--- src/rtl/fifo_pkg.sv ---
// fifo_pkg
// Shared definitions for the synchronous FIFO family:
//   - clog2 constant function used to size pointers and the occupancy count
//   - default geometry/threshold constants used by the UART/SPI instances
//   - fifo_op_e, the per-cycle accepted-operation classification
package fifo_pkg;

    localparam int unsigned DEFAULT_DATA_WIDTH   = 8;
    localparam int unsigned DEFAULT_DEPTH        = 64;
    localparam int unsigned DEFAULT_ALMOST_FULL  = DEFAULT_DEPTH - 4;
    localparam int unsigned DEFAULT_ALMOST_EMPTY = 4;

    // Encoding is {write accepted, read accepted}.
    typedef enum logic [1:0] {
        OP_NONE  = 2'b00,
        OP_RD    = 2'b01,
        OP_WR    = 2'b10,
        OP_WR_RD = 2'b11
    } fifo_op_e;

    function automatic int unsigned clog2(input int unsigned n);
        int unsigned r;
        r = 0;
        while ((32'd1 << r) < n) begin
            r = r + 1;
        end
        return r;
    endfunction

endpackage

--- src/rtl/fifo_ram.sv ---
// fifo_ram
// Simple dual-port RAM: one write port, one synchronous read port.
// Kept separate so the storage can map to block RAM or a vendor macro.
// Ports:
//   i_clock    system clock
//   i_reset_n  async active-low reset (read data register only)
//   i_we       write enable
//   i_waddr    write address
//   i_wdata    write data
//   i_re       read enable; rdata updates only when set, otherwise holds
//   i_raddr    read address
//   o_rdata    registered read data
module fifo_ram
    import fifo_pkg::*;
#(
    parameter int unsigned DATA_WIDTH = DEFAULT_DATA_WIDTH,
    parameter int unsigned DEPTH      = DEFAULT_DEPTH,
    localparam int unsigned AW        = clog2(DEPTH)
) (
    input  logic                  i_clock,
    input  logic                  i_reset_n,
    input  logic                  i_we,
    input  logic [AW-1:0]         i_waddr,
    input  logic [DATA_WIDTH-1:0] i_wdata,
    input  logic                  i_re,
    input  logic [AW-1:0]         i_raddr,
    output logic [DATA_WIDTH-1:0] o_rdata
);

    logic [DATA_WIDTH-1:0] mem [DEPTH];

    // Storage has no reset so it can infer block RAM.
    always_ff @(posedge i_clock) begin
        if (i_we) begin
            mem[i_waddr] <= i_wdata;
        end
    end

    // Read-before-write when addresses collide (full with simultaneous R/W).
    always_ff @(posedge i_clock or negedge i_reset_n) begin
        if (!i_reset_n) begin
            o_rdata <= '0;
        end else if (i_re) begin
            o_rdata <= mem[i_raddr];
        end
    end

endmodule

--- src/rtl/fifo_sync.sv ---
// fifo_sync
// Parametrised single-clock FIFO with occupancy count, almost-full/empty
// thresholds, synchronous flush and sticky overflow/underflow flags.
// Ports:
//   i_clock, i_reset_n      clock, async active-low reset
//   i_flush                 sync clear of pointers/count (beats read/write)
//   i_write, i_wdata        level-sensitive write enable and data
//   i_read                  level-sensitive read enable
//   o_rdata, o_rvalid       registered read data, one-cycle valid pulse
//   o_empty, o_full         count == 0 / count == DEPTH
//   o_almost_empty/full     count <= ALMOST_EMPTY / count >= ALMOST_FULL
//   o_count                 occupancy (AW+1 bits)
//   o_overflow, o_underflow sticky error flags
//   i_clear_err             sync clear of the error flags
module fifo_sync
    import fifo_pkg::*;
#(
    parameter int unsigned DATA_WIDTH   = DEFAULT_DATA_WIDTH,
    parameter int unsigned DEPTH        = DEFAULT_DEPTH,
    parameter int unsigned ALMOST_FULL  = DEPTH - 4,
    parameter int unsigned ALMOST_EMPTY = DEFAULT_ALMOST_EMPTY,
    localparam int unsigned AW          = clog2(DEPTH),
    localparam int unsigned CW          = AW + 1
) (
    input  logic                  i_clock,
    input  logic                  i_reset_n,
    input  logic                  i_flush,
    input  logic                  i_write,
    input  logic [DATA_WIDTH-1:0] i_wdata,
    input  logic                  i_read,
    output logic [DATA_WIDTH-1:0] o_rdata,
    output logic                  o_rvalid,
    output logic                  o_empty,
    output logic                  o_full,
    output logic                  o_almost_empty,
    output logic                  o_almost_full,
    output logic [CW-1:0]         o_count,
    output logic                  o_overflow,
    input  logic                  i_clear_err,
    output logic                  o_underflow
);

    localparam logic [CW-1:0] FULL_COUNT = CW'(DEPTH);
    localparam logic [CW-1:0] AF_LEVEL   = CW'(ALMOST_FULL);
    localparam logic [CW-1:0] AE_LEVEL   = CW'(ALMOST_EMPTY);

    logic [AW-1:0] wptr;
    logic [AW-1:0] rptr;
    logic [CW-1:0] count;
    logic          rd_ok;
    logic          wr_ok;
    logic          set_ovf;
    logic          set_unf;
    fifo_op_e      op;

    // Status flags decode straight from the registered count.
    always_comb begin
        o_count        = count;
        o_empty        = (count == '0);
        o_full         = (count == FULL_COUNT);
        o_almost_empty = (count <= AE_LEVEL);
        o_almost_full  = (count >= AF_LEVEL);
    end

    // A read at full frees a slot, so the write is accepted alongside it.
    // At empty the read is rejected even if a write arrives (no bypass).
    always_comb begin
        rd_ok   = !i_flush && i_read && !o_empty;
        wr_ok   = !i_flush && i_write && (!o_full || rd_ok);
        set_ovf = !i_flush && i_write && !wr_ok;
        set_unf = !i_flush && i_read && o_empty;
        op      = fifo_op_e'({wr_ok, rd_ok});
    end

    always_ff @(posedge i_clock or negedge i_reset_n) begin
        if (!i_reset_n) begin
            wptr     <= '0;
            rptr     <= '0;
            count    <= '0;
            o_rvalid <= 1'b0;
        end else if (i_flush) begin
            wptr     <= '0;
            rptr     <= '0;
            count    <= '0;
            o_rvalid <= 1'b0;
        end else begin
            o_rvalid <= rd_ok;
            if (wr_ok) begin
                wptr <= wptr + AW'(1);
            end
            if (rd_ok) begin
                rptr <= rptr + AW'(1);
            end
            case (op)
                OP_WR:   count <= count + CW'(1);
                OP_RD:   count <= count - CW'(1);
                default: count <= count;
            endcase
        end
    end

    // Setting wins over a same-cycle clear.
    always_ff @(posedge i_clock or negedge i_reset_n) begin
        if (!i_reset_n) begin
            o_overflow  <= 1'b0;
            o_underflow <= 1'b0;
        end else begin
            if (set_ovf) begin
                o_overflow <= 1'b1;
            end else if (i_clear_err) begin
                o_overflow <= 1'b0;
            end
            if (set_unf) begin
                o_underflow <= 1'b1;
            end else if (i_clear_err) begin
                o_underflow <= 1'b0;
            end
        end
    end

    fifo_ram #(
        .DATA_WIDTH (DATA_WIDTH),
        .DEPTH      (DEPTH)
    ) u_ram (
        .i_clock   (i_clock),
        .i_reset_n (i_reset_n),
        .i_we      (wr_ok),
        .i_waddr   (wptr),
        .i_wdata   (i_wdata),
        .i_re      (rd_ok),
        .i_raddr   (rptr),
        .o_rdata   (o_rdata)
    );

endmodule
--- config.mk ---
export PLATFORM = sky130hd
export DESIGN_NAME = fifo_sync
export DESIGN_NICKNAME = d
export VERILOG_FILES = /design/src/rtl/fifo_pkg.sv /design/src/rtl/fifo_ram.sv /design/src/rtl/fifo_sync.sv
export SDC_FILE = /design/constraint.sdc
export NUM_CORES = 1
export LEC_CHECK = 0
export CORE_UTILIZATION = 40
export DETAILED_ROUTE_END_ITERATION = 10
export PLACE_DENSITY_LB_ADDON = 0.12
export SETUP_SLACK_MARGIN = 0.3
export SYNTH_ARGS = -nofsm -noshare
export SYNTH_HDL_FRONTEND = slang
export SYNTH_SLANG_ARGS = --single-unit
--- constraint.sdc ---
create_clock -name i_clock -period 3.8 [get_ports i_clock]
set_clock_uncertainty 0.15 [all_clocks]
set_input_delay 1.14 -clock i_clock [delete_from_list [all_inputs] [get_ports i_clock]]
set_output_delay 1.14 -clock i_clock [all_outputs]
set_load 0.02 [all_outputs]
==> impl_metrics.tcl, run 1 <==
set metrics [dict create \
    status "complete, but fails checks" \
    violations "design-rule violations" \
    avgSynthCellArea_um2 19.21 \
    setup_tns_ns 0 \
    die-area_um2 54820 \
    crit_path_start "o_count[3]" \
    synth_nets 1144 \
    io_pins 36 \
    setup.worst_path.start_class "flop" \
    rsz0062_at_grt "false" \
    synthDistinctLibCells 60 \
    r2r_cells 11 \
    r2r-start "o_count[3]" \
    detail-route-antenna-nets 0 \
    final.min_clock_period_ns 3.288 \
    synth_commonest_cells "edfxtp_1 (512), mux4_2 (111), nor2_1 (93), nand2_1 (41), mux2i_1 (31)" \
    setup_viol_count_final 0 \
    worstSetupPathType "reg2out" \
    nNetsFinal 1307 \
    firstDrtPassIters 8 \
    ys_ff_latch 542 \
    hp-start "o_underflow" \
    synth.largest_area_cell "edfxtp_1" \
    p_leak_nw 8.253 \
    synth-main-ff-cell "edfxtp_1" \
    place_area_um2 23530 \
    cts_tree "built" \
    grt_first_pass_wirelength_um 80140 \
    drc 9 \
    yosysMostFrequentCell "edfxtp_1" \
    io_buffer_count 35 \
    antenna_found_initial 0 \
    numCtsBuffers 55 \
    synth_edf_count 512 \
    htreeDepth 2 \
    wire_per_inst_um 27.09 \
    grt_pass1_vias 11625 \
    globalplace.congestion 0.8414 \
    totalWireLength_um 54560 \
    core_region_area_um2 52870 \
    multi_input_area_um2 5104 \
    num-fill-cells 4360 \
    crit_fanout 6 \
    pwr_density_cell_nw_per_um2 536.2 \
    arrival_ns 2.00 \
    cap_violations 0 \
    whs_path_depth 1 \
    holdBufCountCts 0 \
    area_growth_pct 17.42 \
    synth_area_leaders "edfxtp_1 (71%), mux4_2 (12%), dfrtp_1 (3.5%)" \
    seq_area_um2 16140 \
    endpoint_kind "output port" \
    yosysWarnings 0 \
    irDropWorstVdd_mv 0.3462 \
    fin_worst_hold_slack_ns 0.3396 \
    num_antenna_cells 0 \
    drive_gt1_share_pct 27.53 \
    finalCritPeriodShare_pct 86.53 \
    slew_headroom_pct 25.04 \
    ys_seq_area_share_pct 74.81 \
    post_cts_buffers 0 \
    grt_start_max_net_pins 65 \
    dp_hpwl_um 34860 \
    grt_overflow_total 0 \
    worstSkewPairLatency_ns 0.60 \
    tightest_slew_ns 1.122 \
    postCtsResizedCells 4 \
    track_usage_pct 20.57 \
    synth_area_um2 21560 \
    synth_top_area_share_pct 71.33 \
    rows 84 \
    async_flop_share_pct 5.535 \
    cts_buffer_depth 3 \
    hold_violations 0 \
    cts-root-buf "clkbuf_16" \
    synth_cells 1122 \
    cts_sinks 542 \
    clkTransAtPathRegs_ns 0.06 \
    num_vias 11211 \
    start_util_pct 40.77 \
    first_iter_violations 1180 \
    vias_per_cell 5.567 \
    die_height_um 234.1 \
    crit_required_ns 2.51 \
    min_path_type "reg2reg" \
    r2r_slack_ns 0.60 \
    max_freq_mhz 304.1 \
    die_w_um 234.1 \
    fin_area_um2 25310 \
    drv_slew 0 \
]
[area by class of cell]
class                      count  share of cell area (%)
sequential                   542                   63.75
multi-input combinational    506                   20.16
clock buffer                  73                   6.115
clock inverter                25                  0.8651
tap                          688                   3.401
timing repair buffer         165                   5.477
inverter                      15                  0.2225
[power breakdown]
| group | internal [mW] | switching (mW) |
|---|---|---|
| clock network | 3.11 | 2.19 |
| registers | 6.60 | 0.159 |
| logic | 0.699 | 0.813 |
[layout by cell type, fill, tap and decap left out, drive strengths merged, types with 4 or more instances in the layout]
master	synthesis	layout
bufinv	0	4
a22oi	7	7
o22ai	18	18
inv	13	13
mux4	111	111
o21ai	17	17
nor2b	6	6
mux2i	32	32
edfxtp	512	512
xnor2	5	5
nand4	5	5
nand2b	4	4
or3	6	6
clkdlybuf4s50	0	24
o2111ai	6	6
nor3	6	6
a21oi	7	7
a221oi	18	18
ha	7	7
nor2	94	94
nand2	41	41
clkinv	2	23
buf	37	138
clkbuf	22	73
xor2	6	6
nand3b	4	4
nor4	8	8
dfrtp	30	30
mux2	32	32
o211ai	4	4
nand3	30	30
[critical path: stages (launching register included)]
cell           delay, ns
dfrtp_1             0.46
nor3_2              0.26
nand2_1             0.17
nor2_1              0.15
dlygate4sd2_1       0.36
[per-layer routing]
layer	wire [um]	part of all wire, %	up-vias	GRT usage (%)
met2	25690	47	306	32.50
met4	1231	2.3	0	5.621
met1	24780	45	5929	29.37
met3	2861	5.2	77	3.636
li1	-	-	4899	-
met5	0	0	-	0
[stage by stage]
stage	utilization, %	power [mW]	cells	worst slack, ns
finish	47.88	13.57	2014	0.5117
global route	47.88	14.03	2014	0.3592
CTS	47.87	13.72	2014	0.3493
detailed placement	44.52	8.418	1916	0.01898
global placement	44.52	8.419	1916	0.04828
floorplan	-	7.766	1122	0.4175
[registers in the layout (all words and copies together), names as in the netlist]
| signal | cells |
|---|---|
| wptr | 6 |
| o_rvalid | 1 |
| o_overflow | 1 |
| o_underflow | 1 |
| u_ram.o_rdata | 8 |
| rptr | 6 |
| o_count | 7 |
| u_ram.mem | 512 |
[kinds of logic after synthesis]
kind of cell / share of synthesized area [%]
multiplexers: 14.77
AND/OR/NAND/NOR: 4.464
adder cells (fa/ha/maj): 0.4992
XOR/XNOR: 0.4469
buffers and inverters: 1.561
AO/OA/AOI/OAI: 3.448
flip-flops: 74.81
[path summary, 6_finish.rpt]
path                               endpoint
max in group asynchronous  u_ram.o_rdata[6]
hold reg to reg                 o_underflow
setup reg to reg                 o_count[6]
hold / removal                  o_underflow
min in group asynchronous        o_count[1]
setup / recovery                    o_empty
Power figures use the tool's default switching activity.
==> inputs of run 2 (changes only) <==
RECOVER_POWER = 25   (was default)
==> impl_metrics.tcl, run 2 (synthesis results as in run 1) <==
set metrics [dict create \
    status "complete, but fails checks" \
    violations "design-rule violations, max-capacitance violations, max-slew violations" \
    slew_headroom_pct -51.64 \
    r2r_slack_ns 0.52 \
    cts_sinks 542 \
    num_vias 11217 \
    crit_required_ns 2.51 \
    dp_hpwl_um 34860 \
    fin_ws_ns 0.5083 \
    setup.worst_path.start_class "flop" \
    final_cell_mix "edfxtp_1 (512), buf_4 (120), mux4_2 (111)" \
    cts-root-buf "clkbuf_16" \
    final.min_clock_period_ns 3.292 \
    r2r-start "o_count[3]" \
    clkTransAtPathRegs_ns 0.06 \
    gr-usage-met3_pct 3.636 \
    die_w_um 234.1 \
    htreeDepth 2 \
    cap_violations 6 \
    first_iter_violations 1167 \
    cts_tree "built" \
    pwr_density_cell_nw_per_um2 536.8 \
    track_usage_pct 20.57 \
    final_common_cell "edfxtp_1" \
    drc 9 \
    drv_slew 246 \
    totalWireLength_um 54660 \
    numCtsBuffers 55 \
    fin_worst_hold_slack_ns 0.3396 \
    detail-route-antenna-nets 0 \
    worstSkewPairLatency_ns 0.60 \
    finalCritPeriodShare_pct 86.62 \
    rsz0062_at_grt "false" \
    drive_gt1_share_pct 26.77 \
    crit_fanout 6 \
    start_util_pct 40.77 \
    use_met1_pct 29.37 \
    hold_violations 0 \
    holdBufCountCts 0 \
    final_cells 2014 \
    num-fill-cells 4369 \
    grt_pass1_vias 11625 \
    crit_path_start "o_count[3]" \
    p_leak_nw 8.221 \
    grt_overflow_total 0 \
    min_path_type "reg2reg" \
    wire_per_inst_um 27.14 \
    die_height_um 234.1 \
    preCtsSetupSlack_ns 0.01898 \
    core_region_area_um2 52870 \
    r2r_cells 11 \
    globalplace.congestion 0.8414 \
    setup_tns_ns 0 \
    max_freq_mhz 303.8 \
    grt_first_pass_wirelength_um 80140 \
    largest_register_ffs 512 \
    tightest_slew_ns 2.275 \
    antenna_found_initial 0 \
    io_pins 36 \
    hp-start "o_underflow" \
    cts_buffer_depth 3 \
    endpoint "o_empty" \
    arrival_ns 2.00 \
    finalPower_mw 13.57 \
    r2r_end "o_count[6]" \
    num_antenna_cells 0 \
    met2_usage_pct 32.50 \
    worstSetupPathType "reg2out" \
    io_buffer_count 35 \
    dp_cells 1916 \
    firstDrtPassIters 8 \
    irDropWorstVdd_mv 0.3464 \
    global_route.peak_usage_layer "met2" \
    regMostFlops "u_ram.mem" \
    grt_start_max_net_pins 65 \
    area_growth_pct 17.25 \
    die-area_um2 54820 \
    vias_per_cell 5.570 \
    nNetsFinal 1307 \
    post_cts_buffers 0 \
    endpoint_kind "output port" \
    rows 84 \
    setup_viol_count_final 0 \
]
run 2: cell types whose count changed in the layout (fill, tap and decap cells not counted):
cell,previous run,this run
dlygate4sd3_1,0,1
buf_4,122,120
or3_4,2,1
clkbuf_2,0,1
buf_2,8,1
clkdlybuf4s50_1,24,23
or3_1,4,5
buf_12,8,7
clkbuf_1,11,20
run 2: critical path, stage by stage, from the launching register on:
cell           delay [ns]
dfrtp_1              0.46
nor3_2               0.27
nand2_1              0.17
nor2_1               0.15
dlygate4sd2_1        0.36
run 2: worst min path at each step:
stage                  end  slack [ns]  cells after the start
2_1_floorplan      rptr[1]        0.39                      3
3_3_place_gp   o_underflow        0.35                      1
3_5_place_dp   o_underflow        0.33                      1
4_1_cts        o_underflow        0.34                      1
5_1_grt        o_underflow        0.39                      1
6_report       o_underflow        0.34                      1
run 2: through the flow:
step / area, um^2 / utilization (%)
global route: 25270 / 47.81
CTS: 25310 / 47.87
floorplan: 21560 / -
global placement: 23530 / 44.52
detailed placement: 23530 / 44.52
finish: 25270 / 47.81
run 2: power breakdown:
part           leakage, nW  switching, mW  internal, mW  total [mW]
sequential            4.99          0.159          6.60        6.76
combinational         2.35          0.812         0.692        1.50
clock                0.883           2.19          3.11        5.30
run 2: area by class of cell:
type                       instances  area (um^2)  area share, %
multi-input combinational        506         5099          20.17
sequential                       542        16140          63.85
timing repair buffer             165         1355          5.361
clock buffer                      73         1548          6.124
clock inverter                    25        219.0         0.8663
inverter                          15        56.30         0.2228
tap                              688        860.8          3.406
run 2: timing repair:
| item | CTS | global route |
|---|---|---|
| endpoints found under the setup margin | 3 | 1 |
| hold endpoints to repair | 0 | 0 |
| gates resized for setup | 4 | 1 |
run 2: layer usage:
metal	up-vias	wire [um]	share of wire, %
li1	4903	-	-
met1	5925	24820	45
met2	314	25840	47
met3	75	2782	5.1
met4	0	1221	2.2
met5	-	0	0
